`config.mk`:
```
export PLATFORM = sky130hd
export DESIGN_NAME = truth_table_scanner_flat
export DESIGN_NICKNAME = d
export VERILOG_FILES = /design/src/rtl/truth_table_scanner_if.sv /design/src/rtl/truth_table_scanner.sv /design/src/flat_wrapper.sv
export SDC_FILE = /design/constraint.sdc
export NUM_CORES = 1
export LEC_CHECK = 0
export ABC_AREA = 1
export BUFFER_PORTS_ARGS = -buffer_cell sky130_fd_sc_hd__buf_2
export CELL_PAD_IN_SITES_DETAIL_PLACEMENT = 1
export CELL_PAD_IN_SITES_GLOBAL_PLACEMENT = 2
export CORE_AREA = 5 5 88 90
export DETAILED_ROUTE_END_ITERATION = 16
export DIE_AREA = 0 0 93 95
export GPL_TIMING_DRIVEN = 0
export PLACE_DENSITY = 0.75
export SLEW_MARGIN = 20
export SYNTH_ARGS = -nofsm -noshare
export SYNTH_HDL_FRONTEND = slang
export SYNTH_SLANG_ARGS = --single-unit
```
`constraint.sdc`:
```
create_clock -name clk -period 2.3 [get_ports clk]
set_input_delay 0.345 -clock clk [delete_from_list [all_inputs] [get_ports clk]]
set_output_delay 0.345 -clock clk [all_outputs]
set_load 0.005 [all_outputs]
```
`src/rtl/truth_table_scanner_if.sv`:
```
// rtl/truth_table_scanner_if.sv - stimulus/capture bundle between the scanner and its circuit under test
interface truth_table_scanner_if;
    logic        start;
    logic        f_in;
    logic        a;
    logic        b;
    logic        c;
    logic        d;
    logic        busy;
    logic        done;
    logic [15:0] table_out;
    logic [4:0]  mismatch_count;
    logic [3:0]  first_fail;
    logic        fail_valid;
    logic        pass;

    modport master (
        input  start, f_in,
        output a, b, c, d, busy, done, table_out, mismatch_count, first_fail, fail_valid, pass
    );

    modport slave (
        output start, f_in,
        input  a, b, c, d, busy, done, table_out, mismatch_count, first_fail, fail_valid, pass
    );
endinterface

```
`src/rtl/truth_table_scanner.sv`:
```
// rtl/truth_table_scanner.sv - walks all 16 input vectors, captures F and grades it against EXPECTED
module truth_table_scanner #(
    parameter int          SETTLE_CYCLES = 2,
    parameter logic [15:0] EXPECTED      = 16'h8421
) (
    input logic                    clk,
    input logic                    rst,
    truth_table_scanner_if.master  bus
);
    typedef enum logic [1:0] {IDLE, DRIVE, SAMPLE, DONE} state_t;

    localparam logic [3:0] SETTLE_LAST = 4'(SETTLE_CYCLES - 1);

    state_t      state;
    state_t      state_nxt;
    logic [3:0]  idx;
    logic [3:0]  settle_cnt;
    logic [15:0] table_q;
    logic [4:0]  mismatch_q;
    logic [3:0]  first_q;
    logic        fail_valid_q;
    logic        pass_q;
    logic        sample_bad;
    logic        busy_w;
    logic        done_w;
    logic [3:0]  vector;

    assign sample_bad = (bus.f_in != EXPECTED[idx]);

    always_ff @(posedge clk or posedge rst) begin
        if (rst) begin
            state <= IDLE;
        end else begin
            state <= state_nxt;
        end
    end

    always_comb begin
        state_nxt = state;
        busy_w    = 1'b0;
        done_w    = 1'b0;
        vector    = 4'd0;
        case (state)
            IDLE: begin
                if (bus.start) begin
                    state_nxt = DRIVE;
                end
            end
            DRIVE: begin
                busy_w = 1'b1;
                vector = idx;
                if (settle_cnt == SETTLE_LAST) begin
                    state_nxt = SAMPLE;
                end
            end
            SAMPLE: begin
                busy_w    = 1'b1;
                vector    = idx;
                state_nxt = (idx == 4'd15) ? DONE : DRIVE;
            end
            DONE: begin
                done_w    = 1'b1;
                state_nxt = IDLE;
            end
            default: begin
                state_nxt = IDLE;
            end
        endcase
    end

    // mismatch_q already includes vector 15 by the time DONE grades the scan.
    always_ff @(posedge clk or posedge rst) begin
        if (rst) begin
            idx          <= 4'd0;
            settle_cnt   <= 4'd0;
            table_q      <= 16'd0;
            mismatch_q   <= 5'd0;
            first_q      <= 4'd0;
            fail_valid_q <= 1'b0;
            pass_q       <= 1'b0;
        end else begin
            case (state)
                IDLE: begin
                    if (bus.start) begin
                        idx          <= 4'd0;
                        settle_cnt   <= 4'd0;
                        table_q      <= 16'd0;
                        mismatch_q   <= 5'd0;
                        first_q      <= 4'd0;
                        fail_valid_q <= 1'b0;
                        pass_q       <= 1'b0;
                    end
                end
                DRIVE: begin
                    settle_cnt <= settle_cnt + 4'd1;
                end
                SAMPLE: begin
                    table_q[idx] <= bus.f_in;
                    if (sample_bad) begin
                        mismatch_q <= mismatch_q + 5'd1;
                        if (!fail_valid_q) begin
                            first_q      <= idx;
                            fail_valid_q <= 1'b1;
                        end
                    end
                    idx        <= (idx == 4'd15) ? 4'd0 : idx + 4'd1;
                    settle_cnt <= 4'd0;
                end
                DONE: begin
                    pass_q <= (mismatch_q == 5'd0);
                end
                default: begin
                end
            endcase
        end
    end

    assign {bus.a, bus.b, bus.c, bus.d} = vector;
    assign bus.busy           = busy_w;
    assign bus.done           = done_w;
    assign bus.table_out      = table_q;
    assign bus.mismatch_count = mismatch_q;
    assign bus.first_fail     = first_q;
    assign bus.fail_valid     = fail_valid_q;
    assign bus.pass           = pass_q;
endmodule

```
`src/flat_wrapper.sv`:
```
// flat-port wrapper written by rule: the top's interface ports become plain ports
module truth_table_scanner_flat 
#(
    parameter int          SETTLE_CYCLES = 2,
    parameter logic [15:0] EXPECTED      = 16'h8421
)
  (clk, rst, bus_start, bus_f_in, bus_a, bus_b, bus_c, bus_d, bus_busy, bus_done, bus_table_out, bus_mismatch_count, bus_first_fail, bus_fail_valid, bus_pass);
  truth_table_scanner_if bus_i ();
  input logic clk;
  input logic rst;
  input wire logic [$bits(bus_i.start)-1:0] bus_start;
  input wire logic [$bits(bus_i.f_in)-1:0] bus_f_in;
  output wire logic [$bits(bus_i.a)-1:0] bus_a;
  output wire logic [$bits(bus_i.b)-1:0] bus_b;
  output wire logic [$bits(bus_i.c)-1:0] bus_c;
  output wire logic [$bits(bus_i.d)-1:0] bus_d;
  output wire logic [$bits(bus_i.busy)-1:0] bus_busy;
  output wire logic [$bits(bus_i.done)-1:0] bus_done;
  output wire logic [$bits(bus_i.table_out)-1:0] bus_table_out;
  output wire logic [$bits(bus_i.mismatch_count)-1:0] bus_mismatch_count;
  output wire logic [$bits(bus_i.first_fail)-1:0] bus_first_fail;
  output wire logic [$bits(bus_i.fail_valid)-1:0] bus_fail_valid;
  output wire logic [$bits(bus_i.pass)-1:0] bus_pass;
  assign bus_i.start = bus_start;
  assign bus_i.f_in = bus_f_in;
  assign bus_a = bus_i.a;
  assign bus_b = bus_i.b;
  assign bus_c = bus_i.c;
  assign bus_d = bus_i.d;
  assign bus_busy = bus_i.busy;
  assign bus_done = bus_i.done;
  assign bus_table_out = bus_i.table_out;
  assign bus_mismatch_count = bus_i.mismatch_count;
  assign bus_first_fail = bus_i.first_fail;
  assign bus_fail_valid = bus_i.fail_valid;
  assign bus_pass = bus_i.pass;
  truth_table_scanner #(.SETTLE_CYCLES(SETTLE_CYCLES), .EXPECTED(EXPECTED)) u_core (.clk(clk), .rst(rst), .bus(bus_i));
endmodule
```
* After elaboration in Yosys (flattened, before gate mapping)
Memories as Yosys holds them, arrays and structs flattened.
Cells that the tools add are included.
W data, S select, Z words.
** Word-level totals
- Register bits after elaboration :: 37
- Bits in read-only memories :: 16
- Input port bits :: 4
- Output and inout bits :: 33
- Logic and storage cells :: 64
- Memories kept :: 1
** Memories
- (no name shown) :: words 16, bits a word 1, rd ports 1, clocked after memory_dff 0, wr ports 0, RTL line truth_table_scanner.sv:28 : assign sample_bad = (bus.f_in != EXPECTED[idx]);
** Cells by class
- Add/sub/neg operators :: 3
- Order comparisons :: 2
- Equality and inequality tests :: 10
- Mux-type cells :: 27
- Reductions and logical operators :: 13
** Operators with widths (number)
- $pmux W16 S2 :: 1
- $mux W4 :: 5
- $bwmux W16 :: 1
- $mux W16 :: 1
- $pmux W4 S2 :: 2
- $pmux W4 S3 :: 1
- $mux W5 :: 2
- $pmux W5 S2 :: 1
- $add A4 B1 Y4 const B :: 2
- $pmux W2 S4 :: 1
- $reduce_and A2 Y1 :: 4
- $mux W1 :: 6
- $mux W2 :: 3
- $add A5 B1 Y5 const B :: 1
- $logic_not A5 Y1 :: 1
- $lt A4 B5 Y1 const B :: 1
- $demux W1 S4 :: 1
- $eq A2 B2 Y1 const B :: 2
- $eq A4 B1 Y1 const B :: 1
- $eq A4 B4 Y1 const B :: 1
- $ge A4 B1 Y1 const B :: 1
- $ne A2 B1 Y1 const B :: 2
- $ne A2 B2 Y1 const B :: 2
- $pmux W1 S2 :: 2
- 9 further kinds :: 10

* Logic depth before layout (Yosys ltp)
Gate-level depths: netlist of the first run.
- Depth in word-level cells :: 6
- Gate-level depth with buffers :: 12
- Depth with buffers taken out :: 12

* Worst setup path before layout of the first run
No wires, ideal clock.
- Path type :: register -> register
- Start :: reg u_core.state[0]
- End :: reg u_core.table_q[0] (netlist: u_core.bus.table_out[0])
- Library setup time :: 130 ps
- Arrival time :: 1483 ps
- Data required time :: 2170 ps
- Setup slack :: 687 ps
- Stages on the path, launching flop included :: 10
- Buffers on the path :: 2
- Period minus slack after synthesis :: 1613 ps
- Cells stage by stage :: dfrtp_1 > inv_1 > ha_1 > buf_4 > inv_2 > a21oi_4 > nand2_4 > buf_6 > a22oi_1 > a31oi_1
** Between the ends
- Cells in the longest elaborated chain, start to end :: 3
- Elaborated cells on any way between the ends :: 6
- Classes of those cells :: eq/ne: 2; mux: 1; reduce/logical: 3
** RTL lines
- start: declaration :: RTL line truth_table_scanner.sv:14 : state_t state;
- start signal: assignment :: RTL line truth_table_scanner.sv:34 : state <= state_nxt;
- $eq A2 B2 Y1 / $logic_not A2 Y1 (equally long branches) :: RTL line truth_table_scanner.sv:82 : case (state)
- $reduce_bool A2 Y1 (no source line) / $ne A2 B2 Y1 (equally long branches)
- $reduce_and A2 Y1 (no source line)
- end signal: indexed assignment :: RTL line truth_table_scanner.sv:98 : table_q[idx] <= bus.f_in;
- end: declaration :: RTL line truth_table_scanner.sv:18 : logic [15:0] table_q;
Several ways; a longest one is shown, not always the timed one.
A chain may end at the register's enable or synchronous reset.

* Final worst setup path of the first run
- Start :: reg u_core.idx[0]
- End :: reg u_core.mismatch_q[4] (netlist: u_core.bus.mismatch_count[4])
** Between the ends
- Cells in the longest elaborated chain, start to end :: 5
** RTL lines
- start: declaration :: RTL line truth_table_scanner.sv:16 : logic [3:0] idx;
- start signal: assignment :: RTL line truth_table_scanner.sv:106 : idx <= (idx == 4'd15) ? 4'd0 : idx + 4'd1;
- $mem_v2 Z16 W1
- $mux W1 (not written as such) :: RTL line truth_table_scanner.sv:28
- $ne A1 B1 Y1 :: RTL line truth_table_scanner.sv:28
- $ne A2 B1 Y1 (no source line)
- $reduce_and A3 Y1 (no source line)
- end signal: assignment :: RTL line truth_table_scanner.sv:100 : mismatch_q <= mismatch_q + 5'd1;
- end: declaration :: RTL line truth_table_scanner.sv:19 : logic [4:0] mismatch_q;
Every way passes these cells. The select of a mux whose other input is x is not followed.

==> summary by stage, run 1 <==
Flow run
The max capacitance violation total is 0.

Detailed routing
The routed layout has 1883 vias. The violation count after the first detailed-route iteration is between 40 and 50. After detailed routing, the number of vias per cell comes to 4.88. The count of nets left with antenna violations after detail routing is 0. After detailed routing, the total wire length is just under 6000 um. The average wire per standard cell is between 15 and 20 um. The first detailed-routing pass took 4 iterations. The residual DRC count is 0.

Floorplanning
The die span in x is 93 um. The number of standard-cell rows in the floorplan is 31. The initial core utilization is 30.3%. The region available for standard cell placement spans 0.00698 mm2. The I/O pin count is 37. The die covers slightly below 0.009 mm2. The die is 95 um tall.

Final layout
In the layout the commonest cells are 56 x sky130_fd_sc_hd__nand2_1, 41 x sky130_fd_sc_hd__inv_1, 38 x sky130_fd_sc_hd__buf_2, 37 x sky130_fd_sc_hd__dfrtp_1, 26 x sky130_fd_sc_hd__nand3_1. Relative to the synthesized area, the layout overhead comes to 20.6%. The net count of the finished layout is about 320.

The most common cell after layout, fill and taps aside is sky130_fd_sc_hd__nand2_1. The share of post-route cells with drive strength above 1 is 20.1%. The total inserted antenna cells is 0.

STA
The final setup TNS is 0 ns. The maximum clock rate is between 500 and 600 MHz. For the pin with the worst max-slew slack, the measured transition is 0.525 ns. Setup repair after global routing left no endpoint under its margin. The hold violation total from the final report is 0. The final critical-path share of the clock period is 86.7%.

The worst path setup slack after routing is 0.307 ns. The total count of max-transition violations in the final report came to 0. The clock period could shrink to 1.99 ns. The final worst clock skew is between 0.009 and 0.01 ns. Headroom to the max-slew limit came out at about two thirds. Setup violations remaining at the end of the flow were counted as 0.

Global route
The initial antenna violation count came to 0. The maximum number of pins on one net before global-route repair is 23. The total global-route track usage is 14.6%. The number of global-route vias before repair was 1996.

Summed over all layers, the global routing overflow is 0. The first global-routing pass estimated 10100 um of wire.

Worst setup path
In this run the critical register-to-register path is launched from u_core.idx[0]. For the worst setup path, the data required time is 2.49 ns. STA classifies the critical path startpoint as a register. The most critical setup path has its startpoint at u_core.idx[0]. The biggest fanout along the worst timing path is 7. The slowest cell on the critical path is sky130_fd_sc_hd__dfrtp_1. Walking the worst path, the cells encountered are inv_1 > ha_1 > inv_1 > nand2_1 > nand2_1 > nand2_1 > nand2_1 > nand2_1 > nand2_2 > nand2_1 > nand3_1 > nand2_1. The delay of the slowest cell on the worst path is 0.50 ns.

Among the stages of the critical path, the cell type that occurs most often is sky130_fd_sc_hd__nand2_1. STA classifies the critical path endpoint as a register. The class of the most critical setup path is reg -> reg. Data on the critical path arrives at its endpoint at 2.18 ns.

Worst hold path
In this run the worst hold path is classified as in -> async.

Placed design
After legalization and detailed placement, the total HPWL measured 4480 um. The post-placement worst setup slack is approximately 0.30 ns. The last weighted congestion value of the routability-driven placer is 0.731. The count of input and output buffers is 36.

Clock network
The CTS root buffer is sky130_fd_sc_hd__clkbuf_8. The maximum level of the CTS H-tree is 2. The clock sink count is 37.

The number of setup buffers added after CTS is 0. The clock input transition at the sequential cells of the worst setup and hold paths is 0.08 ns. TritonCTS built the clock tree. Clock tree synthesis inserted a total of 5 buffers. The post-cts resize count is 0. The clock latency of the later-clocked register in the worst-skew pair is 0.29 ns. The number of hold buffers added after CTS is 0. The worst-case clock buffer depth is 2.

Pwr
The worst IR drop on VDD is 0.326 mV. In this run the static leakage power is between 1 and 1.5 nW. In this run the power density over the cells is 1110 mW/mm2.

Yosys
Synthesis instantiated 32 different standard cells from the library. The synthesized design contains 0 enable-type register cells. The register bit total from synthesis is 37. During synthesis, Yosys emitted a total of 0 warnings.

Summing the sequential cell areas from Yosys gives 43.7% of the chip area. The cell area that synthesis handed to floorplanning was between 0.002 and 0.0025 mm2. In the synthesized netlist the async set-or-reset flop fraction comes to 100%. The prevailing post-synth register cell is sky130_fd_sc_hd__dfrtp_1.

Counting every instance in the synthesized netlist gives about 260. The post-synth net total is 275. Dividing the synthesized area by the synthesized cell count gives just over 8 um2.

Status
The flow ran to the end, and the final reports show no timing, DRC or antenna violations.
[where the power goes]
part           switching (mW)  leakage [nW]  total (mW)  internal [mW]
registers               0.112         0.506       0.867          0.754
logic                   0.858         0.920        1.29          0.437
clock network           0.248        0.0681       0.680          0.431
total                    1.22          1.49        2.84           1.62
[kinds of logic after synthesis]
group,Yosys count,share of synthesized area [%]
xor+xnor,5,2.07
buf+inv,52,10.6
fa+ha+maj,12,7.09
compound gates,36,10.5
simple gates,116,25.6
flops,37,43.7
mux,1,0.473
[cells in the mapped netlist (4+ instances only)]
| cell | instances | area share, % |
|---|---|---|
| sky130_fd_sc_hd__a31oi_1 | 4 | 1.2 |
| sky130_fd_sc_hd__dfrtp_1 | 37 | 44 |
| sky130_fd_sc_hd__o21ai_0 | 14 | 3.3 |
| sky130_fd_sc_hd__nor3_1 | 4 | 0.95 |
| sky130_fd_sc_hd__nand3_1 | 26 | 6.1 |
| sky130_fd_sc_hd__ha_1 | 12 | 7.1 |
| sky130_fd_sc_hd__nand2_1 | 56 | 9.9 |
| sky130_fd_sc_hd__nor2_1 | 10 | 1.8 |
| sky130_fd_sc_hd__a21oi_1 | 7 | 1.7 |
| sky130_fd_sc_hd__inv_1 | 42 | 7.4 |
| sky130_fd_sc_hd__nand4_1 | 14 | 4.1 |
| sky130_fd_sc_hd__xor2_1 | 5 | 2.1 |
[flip-flops by register name, summed over array words and instances (netlist names)]
register                   cells
u_core.idx                     4
u_core.state                   2
u_core.settle_cnt              4
u_core.bus.table_out          16
u_core.bus.first_fail          4
u_core.bus.pass                1
u_core.bus.fail_valid          1
u_core.bus.mismatch_count      5
[area by class of cell]
| cell class | count | area, um2 |
|---|---|---|
| Buffer | 8 | 58.8 |
| Clock buffer | 5 | 68.8 |
| Tap cell | 82 | 103 |
| Timing Repair Buffer | 37 | 200 |
| Sequential cell | 37 | 926 |
| Multi-Input combinational cell | 170 | 967 |
| Clock inverter | 3 | 65.1 |
| Fill cell | 863 | 4430 |
| Inverter | 44 | 165 |
[stage by stage]
step	cells	utilization, %	hold WS (ns)	power, mW	instance area (um2)
final	386	36.6	0.0145	2.84	2550
after global routing	386	36.6	0.0399	3.06	2550
after CTS	386	36.6	0.0214	2.90	2550
after detailed placement	378	34.7	0.346	2.19	2420
after global placement	377	34.4	0.453	2.16	2400
after floorplan	259	-	0.465	1.75	2120
[path summary, 6_finish.rpt]
| check | end | slack (ns) | cells after the start |
|---|---|---|---|
| setup / recovery | u_core.bus.mismatch_count[4] | 0.31 | 12 |
| hold / removal | u_core.bus.table_out[9] | 0.01 | 2 |
| setup reg to reg | u_core.bus.mismatch_count[4] | 0.31 | 12 |
| hold reg to reg | u_core.bus.first_fail[1] | 0.47 | 2 |
| max in group asynchronous | u_core.idx[2] | 1.84 | 3 |
| min in group clk | u_core.bus.pass | 0.47 | 4 |
[critical path, delay by kind of cell (launching register included)]
kind | cells | cell delay (ns)
and+or+nand+nor | 9 | 0.84
adders and majority gates | 1 | 0.29
buffers and inverters | 2 | 0.25
DFF | 1 | 0.50
[layer usage]
| layer | track usage [%] | part of all wire [%] | routed length (um) |
|---|---|---|---|
| met1 | 18.7 | 47 | 2790 |
| met2 | 24.9 | 48 | 2810 |
| met3 | 2.71 | 3.5 | 209 |
| met4 | 4.40 | 1.5 | 86 |
| met5 | 0 | 0 | 0 |
(Power assumes the default switching activity.)
==> run 2, diff against run 1 <==
--- a/config.mk
+++ b/config.mk
@@ -5,15 +5,14 @@
 export SDC_FILE = /design/constraint.sdc
 export NUM_CORES = 1
 export LEC_CHECK = 0
-export ABC_AREA = 1
 export BUFFER_PORTS_ARGS = -buffer_cell sky130_fd_sc_hd__buf_2
 export CELL_PAD_IN_SITES_DETAIL_PLACEMENT = 1
 export CELL_PAD_IN_SITES_GLOBAL_PLACEMENT = 2
-export CORE_AREA = 5 5 88 90
+export CORE_AREA = 5 5 86 88
 export DETAILED_ROUTE_END_ITERATION = 16
-export DIE_AREA = 0 0 93 95
+export DIE_AREA = 0 0 91 93
 export GPL_TIMING_DRIVEN = 0
-export PLACE_DENSITY = 0.75
+export PLACE_DENSITY = 0.74
 export SLEW_MARGIN = 20
 export SYNTH_ARGS = -nofsm -noshare
 export SYNTH_HDL_FRONTEND = slang
==> run 2 against run 1 <==
  * Routed wire length down 6.3%
  * Clock power down 30%
  * Hold slack gained 0.47 ns
  * Clock skew shrank 0.0036 ns
  * Combinational power fell by 19%
  * First-iteration DRC count is 38% higher
  * Non-clock buffer count rose by 2
  * Clock-buffer cell count up 2
  * Die area down 4.2%
  * Synthesized cell count is 12% lower
  * Largest power group unchanged
==> summary by stage, run 2 <==
Status
The flow ran to the end, and the final reports show no timing, DRC or antenna violations.

Floorplanning
The number of standard-cell rows in the floorplan is 30 (-3.2%). The height of the die is 93 um (-2.1%). The standard cell core area came to 0.00657 mm2 (-5.9%). The I/O pin count came to 37 (unchanged). The die span in x was 91 um (-2.2%). The initial core utilization is 31.4% (+1.1 points). The area enclosed by the die boundary is 0.00846 mm2 (-4.2%).

Final layout
The share of post-route cells with drive strength above 1 was 19.9% (-0.21 points). The number of flip-flops under the largest register name came to 16 (unchanged). From synthesis to final layout, the design area changed by 20.1%. The top cell types in the final layout, fill and taps aside, are 43 x sky130_fd_sc_hd__nand2_1, 37 x sky130_fd_sc_hd__buf_2, 37 x sky130_fd_sc_hd__dfrtp_1, 25 x sky130_fd_sc_hd__o21ai_0, 13 x sky130_fd_sc_hd__nand3_1. The net count reported at finish is 288 (-9.7%). The total inserted antenna cells is 0 (unchanged). The final cell area excluding filler cells is 0.00248 mm2 (-2.9%). Leaving out fill and tap cells, the most frequent cell in the layout is sky130_fd_sc_hd__nand2_1.

Global route
The overall overflow remaining after global route is 0 (unchanged). The global-route wire length before repair is 9560 um (-5.1%). The maximum number of pins on one net before global-route repair was 27 (+17%).

The initial antenna violation count was 0 (unchanged). The number of global-route vias before repair is 1885 (-5.6%). The total global-route track usage is 13.9% (-0.68 points).

Placed design
The placed cell area is 0.00236 mm2 (-2.3%). The half-perimeter wire length after placement is 4040 um (-9.7%). The count of input and output buffers is 36 (unchanged). The last weighted congestion value of the routability-driven placer is 0.726 (-0.66%).

Detailed routing
The violation count after the first detailed-route iteration came to 62 (+38%). The via count came to 1790 (-4.9%). The average wire per standard cell is 15.7 um (+2.8%). The met2 wire length was 2590 um (-7.7%). The met1 wire length is 2660 um (-4.4%).

The final wirelength is 5520 um (-6.3%). The first-pass iteration count of the detailed router is 4 (unchanged). The count of nets left with antenna violations after detail routing is 0 (unchanged).

The residual DRC count is 0 (unchanged). The via density per instance is 5.09 (+4.2%). The highest metal layer used by the detailed router is met4. The sum of met3 wire segment lengths after detailed routing came to 195 um (-6.7%).

Clock network
The clock sink count is 37 (unchanged). The CTS buffer count is 5 (unchanged). The clock input transition at the sequential cells of the worst setup and hold paths came to 0.08 ns (about the same). The clock latency of the later-clocked register in the worst-skew pair came to 0.29 ns (about the same).

The worst-case clock buffer depth came to 2 (unchanged). The post-CTS setup repair buffer count is 0 (unchanged). The CTS root buffer is sky130_fd_sc_hd__clkbuf_8. The clock tree from TritonCTS is yes.

The maximum level of the CTS H-tree is 2 (unchanged).

Yosys
The post-synth design cell area is 0.00206 mm2 (-2.5%). The top-area cell type share of the netlist area is 44.8% (+1.1 points). The simple logic cell fraction of the synthesized area was 20.4% (-5.2 points). The most numerous cell in the Yosys netlist is sky130_fd_sc_hd__nand2_1. The number of enable flip-flop cells after synthesis was 0 (unchanged). The xor and xnor fraction of the mapped netlist area came to 1.21% (-0.86 points).

The register bit total from synthesis is 37 (unchanged). The number of distinct library cells after synthesis is 35 (+9.4%). The mux share of post-synthesis cell area is 6.42% (+6.0 points). After synthesis, the largest family of logic cells by area is simple AND/OR/NAND/NOR gates. The adder-cell share of the synthesized area came to 7.27% (+0.18 points). The most area-hungry cell type in the Yosys netlist is sky130_fd_sc_hd__dfrtp_1. The prevailing post-synth register cell is sky130_fd_sc_hd__dfrtp_1. Ranked by instance count, the synthesized netlist is headed by 43 x sky130_fd_sc_hd__nand2_1, 37 x sky130_fd_sc_hd__dfrtp_1, 26 x sky130_fd_sc_hd__o21ai_0. The post-synth net total came to 243 (-12%). The post-synthesis async set-or-reset flop share came to 100% (unchanged). The total of warnings raised by yosys is 0 (unchanged). Sorting the synthesized cells by area gives the leading types as sky130_fd_sc_hd__dfrtp_1 45%, sky130_fd_sc_hd__nand2_1 7.8%, sky130_fd_sc_hd__ha_1 7.3%. The fraction of the mapped netlist area in compound gates came to 16.2% (+5.7 points). The mean instance size in the synthesized netlist is 9.09 um2 (+11%). The gate count after technology mapping was 227 (-12%). The proportion of synthesized chip area in sequential cells was 44.8% (+1.1 points).

STA
The count of final setup violators is 0 (unchanged). The final worst clock skew is 0.00600 ns (-0.00360 ns). The final hold slack is 0.481 ns (+0.467 ns).

The total count of max-transition violations in the final report is 0 (unchanged). The slew at the pin closest to its max-slew limit was 0.530 ns (+0.00504 ns). Setup repair after global routing left no endpoint under its margin.

The hold violation total from the final report is 0 (unchanged). The final period demand of the worst path is 2.15 ns (+0.157 ns). The maximum clock rate is 465 MHz (-7.3%). The worst max-slew margin expressed relative to the limit is 64.6% (-0.34 points). The final critical-path share of the clock period is 93.5% (+6.8 points).

Flow run
The max capacitance violation total is 0 (unchanged).

Worst setup path
The critical path is of the reg -> reg type. The worst path arrival time is 2.32 ns (+0.14 ns). The biggest fanout along the worst timing path was 8 (+1). STA classifies the critical path endpoint as a register. The required time at the endpoint of the critical path came to 2.47 ns (-0.02 ns). The type of element launching the critical path is a register.

Pwr
The power density over the cells is 956 mW/mm2 (-14%). The leakage power summed over all cells came to 1.27 nW (-15%). The worst IR drop on VDD is 0.294 mV (-9.9%).

Worst hold path
The tightest min-delay check is of the reg -> reg type.
-- run 2: cell families (layout without fill, tap and decap cells) --
kind of cell | after synthesis | count (layout)
adder cells (fa/ha/maj) | 12 | 12
flip-flops | 37 | 37
buffers and inverters | 20 | 65
AND/OR/NAND/NOR | 90 | 90
multiplexers | 13 | 13
XOR/XNOR | 2 | 2
AO/OA/AOI/OAI | 53 | 53
-- run 2: stage by stage --
step                power [mW]  cells  TNS (ns)  worst slack, ns  util, %
global route              2.59    352         0           0.0251     37.8
detailed placement        1.91    344  -0.00371         -0.00225     36.0
floorplan                 1.53    227         0            0.384        -
global placement          1.88    343         0           0.0405     35.7
finish                    2.37    352         0            0.149     37.8
CTS                       2.40    352         0           0.0213     37.5
-- run 2: where the power goes --
group / internal, mW / total, mW / switching [mW]
combinational: 0.373 / 1.05 / 0.681
sequential: 0.742 / 0.843 / 0.101
clock: 0.238 / 0.474 / 0.236
total: 1.35 / 2.37 / 1.02
-- run 2: worst paths after layout --
check	startpoint	endpoint	slack [ns]	cells after the start
setup / recovery	u_core.idx[1]	u_core.bus.mismatch_count[4]	0.15	7
min in group asynchronous	rst	u_core.bus.first_fail[0]	0.54	3
hold reg to reg	u_core.bus.pass	u_core.bus.pass	0.48	2
max in group asynchronous	rst	u_core.bus.mismatch_count[1]	1.32	4
hold / removal	u_core.bus.pass	u_core.bus.pass	0.48	2
setup reg to reg	u_core.idx[1]	u_core.bus.mismatch_count[4]	0.15	7
-- run 2: area by class of cell --
type | instances | area, um2
Buffer | 9 | 37.5
Clock buffer | 7 | 86.3
Fill cell | 791 | 4090
Inverter | 11 | 41.3
Multi-Input combinational cell | 170 | 1080
Sequential cell | 37 | 926
Tap cell | 80 | 100
Timing Repair Buffer | 38 | 210
-- run 2: what timing repair did --
action | in CTS | in global routing
resized for setup | 1 | 8
endpoints found under the hold margin | 11 | 0
hold buffers | 1 | 0
cloned | 0 | 0
endpoints found under the setup margin | 2 | 12
-- run 2: critical path, cell delays in order (launching register included) --
cell                      delay [ns]
sky130_fd_sc_hd__dfrtp_1        0.47
sky130_fd_sc_hd__inv_1          0.16
sky130_fd_sc_hd__ha_2           0.28
sky130_fd_sc_hd__mux2i_1        0.11
sky130_fd_sc_hd__o22ai_2        0.23
sky130_fd_sc_hd__xnor2_2        0.17
sky130_fd_sc_hd__a21o_1         0.26
sky130_fd_sc_hd__a221o_1        0.35
-- run 2: routing by layer --
metal | up-vias | GRT usage [%]
li1 | 881 | -
met1 | 881 | 18.7
met2 | 23 | 22.2
met3 | 5 | 3.38
met4 | 0 | 4.03
met5 | - | 0
==> run 3, diff against run 2 <==
--- a/config.mk
+++ b/config.mk
@@ -5,14 +5,14 @@
 export SDC_FILE = /design/constraint.sdc
 export NUM_CORES = 1
 export LEC_CHECK = 0
-export BUFFER_PORTS_ARGS = -buffer_cell sky130_fd_sc_hd__buf_2
 export CELL_PAD_IN_SITES_DETAIL_PLACEMENT = 1
 export CELL_PAD_IN_SITES_GLOBAL_PLACEMENT = 2
-export CORE_AREA = 5 5 86 88
+export CORE_AREA = 5 5 80 82
 export DETAILED_ROUTE_END_ITERATION = 16
-export DIE_AREA = 0 0 91 93
+export DIE_AREA = 0 0 85 87
+export DONT_BUFFER_PORTS = 1
 export GPL_TIMING_DRIVEN = 0
-export PLACE_DENSITY = 0.74
+export PLACE_DENSITY = 0.76
 export SLEW_MARGIN = 20
 export SYNTH_ARGS = -nofsm -noshare
 export SYNTH_HDL_FRONTEND = slang
==> run 3 against run 2 <==
  * Clock power is 8.0% higher
  * Worst setup slack got worse by 0.025 ns
  * Sequential cell count unchanged
  * Utilization is 2.9 points higher
  * Global-route usage grew 1.9 points
  * Routed wire length fell by 3.3%
  * Combinational power fell by 7%
==> summary by stage, run 3 (synthesis results as in run 2) <==
Worst setup path
The number of cells on the critical path is 7 (unchanged). In this run the worst setup path terminates at u_core.bus.mismatch_count[4]. The delay of the slowest cell on the worst path was 0.48 ns (about the same).

The critical path starts at u_core.idx[0]. On the critical path the largest part of the delay comes from compound AO/OA/AOI/OAI gates. The worst register-to-register path ends at u_core.bus.mismatch_count[4]. The required time at the endpoint of the critical path is 2.47 ns (about the same).

The biggest fanout along the worst timing path came to 8 (unchanged). The worst path arrival time is 2.35 ns (+0.03 ns). The slowest cell on the critical path is sky130_fd_sc_hd__dfrtp_1.

The slack of the worst reg-to-reg path came to 0.12 ns (-0.03 ns). In this run the critical register-to-register path is launched from u_core.idx[0]. The sort of element at the end of the critical path is a register. The length in cells of the worst reg-to-reg path was 7 (unchanged). The signal on the critical path passes through inv_1 > ha_2 > mux2i_1 > o22ai_2 > xnor2_2 > a21o_1 > a221o_1. The setup path with the least slack is of type reg -> reg.

The number of buffer and inverter stages on the critical path is 1 (unchanged). The type of element launching the critical path is a register.

Detailed routing
The met1 wire length was 2590 um (-3.0%). The final wirelength is 5340 um (-3.3%). The highest metal layer used by the detailed router is met4. The via count is 1673 (-6.5%). The met2 wire length is 2430 um (-6.0%). The residual DRC count is 0 (unchanged). The violation count after the first detailed-route iteration is 41 (-34%). The first-pass iteration count of the detailed router is 4 (unchanged). The count of nets left with antenna violations after detail routing is 0 (unchanged).

The via density per instance is 5.38 (+5.8%). The average wire per standard cell is 17.2 um (+9.5%). The sum of met3 wire segment lengths after detailed routing is 256 um (+31%).

Status
The run finished with clean final reports.

STA
The final critical-path share of the clock period was 94.6% (+1.1 points). The final setup TNS is 0 ns (unchanged). The count of final setup violators is 0 (unchanged). The hold violation total from the final report is 0 (unchanged). The slew at the pin closest to its max-slew limit came to 0.522 ns (-0.00842 ns). Setup repair after global routing left no endpoint under its margin. The final period demand of the worst path is 2.18 ns (+0.0251 ns). The maximum clock rate was 460 MHz (-1.2%).

The final worst clock skew was 0.00528 ns (-0.000719 ns). The total count of max-transition violations in the final report is 0 (unchanged). The worst path setup slack after routing is 0.124 ns (-0.0251 ns). The worst max-slew margin expressed relative to the limit is 65.2% (+0.56 points).

Floorplanning
The initial core utilization came to 36.4% (+4.9 points). The standard cell core area is 0.00568 mm2 (-14%). The die span in x is 85 um (-6.6%). The I/O pin count is 37 (unchanged).

The height of the die is 87 um (-6.5%). The area enclosed by the die boundary is 0.00740 mm2 (-13%). The number of standard-cell rows in the floorplan came to 28 (-6.7%).

Final layout
The total inserted antenna cells is 0 (unchanged). The top cell types in the final layout, fill and taps aside, are 43 x sky130_fd_sc_hd__nand2_1, 37 x sky130_fd_sc_hd__dfrtp_1, 25 x sky130_fd_sc_hd__o21ai_0, 13 x sky130_fd_sc_hd__nand3_1, 11 x sky130_fd_sc_hd__mux2i_1. The number of flip-flops under the largest register name is 16 (unchanged).

The share of post-route cells with drive strength above 1 came to 8.90% (-11 points). The final cell area excluding filler cells was 0.00231 mm2 (-6.9%). The net count reported at finish is 251 (-13%).

Leaving out fill and tap cells, the most frequent cell in the layout is sky130_fd_sc_hd__nand2_1. The synthesis-to-layout area growth is 11.8%.

Pwr
The power density over the cells was 1020 mW/mm2 (+6.2%). The worst IR drop on VDD is 0.292 mV (-0.47%). The leakage power summed over all cells is 1.09 nW (-14%).

Flow run
The max capacitance violation total is 0 (unchanged).

Placed design
The last weighted congestion value of the routability-driven placer came to 0.701 (-3.5%). The post-placement worst setup slack was 0.0410 ns (+0.0432 ns). The placed cell area came to 0.00219 mm2 (-7.6%). The count of input and output buffers is 0 (-100%). The half-perimeter wire length after placement was 3890 um (-3.9%).

Global route
The overall overflow remaining after global route is 0 (unchanged). The total global-route track usage is 15.8% (+1.9 points). The number of global-route vias before repair is 1769 (-6.2%).

The maximum number of pins on one net before global-route repair is 21 (-22%). The global-route wire length before repair is 9290 um (-2.9%). The initial antenna violation count came to 0 (unchanged).

Clock network
The clock latency of the later-clocked register in the worst-skew pair is 0.29 ns (about the same). The clock tree from TritonCTS is yes. The CTS root buffer is sky130_fd_sc_hd__clkbuf_8. The CTS buffer count is 5 (unchanged). The clock sink count is 37 (unchanged). The maximum level of the CTS H-tree was 2 (unchanged). The worst-case clock buffer depth was 2 (unchanged). The clock input transition at the sequential cells of the worst setup and hold paths came to 0.08 ns (about the same).

Worst hold path
The type of the most critical hold path is in -> reg.
run 3: final cells by class:
cell class,instances,area (um2)
Clock buffer,7,96.3
Multi-Input combinational cell,170,1070
Timing Repair Buffer,2,37.5
Tap cell,75,93.8
Inverter,11,45.0
Fill cell,681,3370
Clock inverter,1,5.00
Sequential cell,37,926
Buffer,8,32.5
run 3: worst reg2reg max path: cells and delay by family, from the launching register on:
kind                       cells  cell delay (ns)
adders and majority gates      1             0.28
muxes                          1             0.11
DFF                            1             0.48
xor gates and xnor gates       1             0.18
AOI/OAI and AO/OA              3             0.86
buffers and inverters          1             0.16
run 3: repair_timing:
action	CTS	global route
setup buffers	0	0
gates resized for setup	1	7
hold buffers	1	0
endpoints found under the setup margin	2	26
hold endpoints to repair	17	0
gates cloned	0	0
run 3: metal layers:
metal | global-route usage, % | vias to the layer above
met5 | 0 | -
met4 | 4.32 | 0
met3 | 4.16 | 6
met2 | 24.7 | 24
met1 | 21.8 | 835
li1 | - | 808
run 3: metrics by stage:
step / util [%] / power (mW) / instances / hold WS, ns
after floorplan: - / 1.53 / 227 / 0.468
after global placement: 38.0 / 1.82 / 302 / 0.501
after detailed placement: 38.5 / 1.84 / 303 / 0.258
after CTS: 40.5 / 2.38 / 312 / 0.315
after global routing: 40.7 / 2.55 / 311 / 0.339
final: 40.7 / 2.34 / 311 / 0.321
run 3: how the worst min path moves through the flow:
stage / end / cells after the start / startpoint
after floorplan: u_core.bus.pass / 2 / u_core.bus.pass
after global placement: u_core.bus.pass / 2 / u_core.bus.pass
after detailed placement: u_core.bus.table_out[0] / 1 / rst
after CTS: u_core.bus.table_out[0] / 4 / bus_f_in
after global routing: u_core.bus.table_out[0] / 4 / bus_f_in
final: u_core.bus.table_out[0] / 4 / bus_f_in
run 3: report_power, final:
group	internal, mW	switching, mW
combinational	0.318	0.659
clock	0.271	0.241
sequential	0.742	0.113
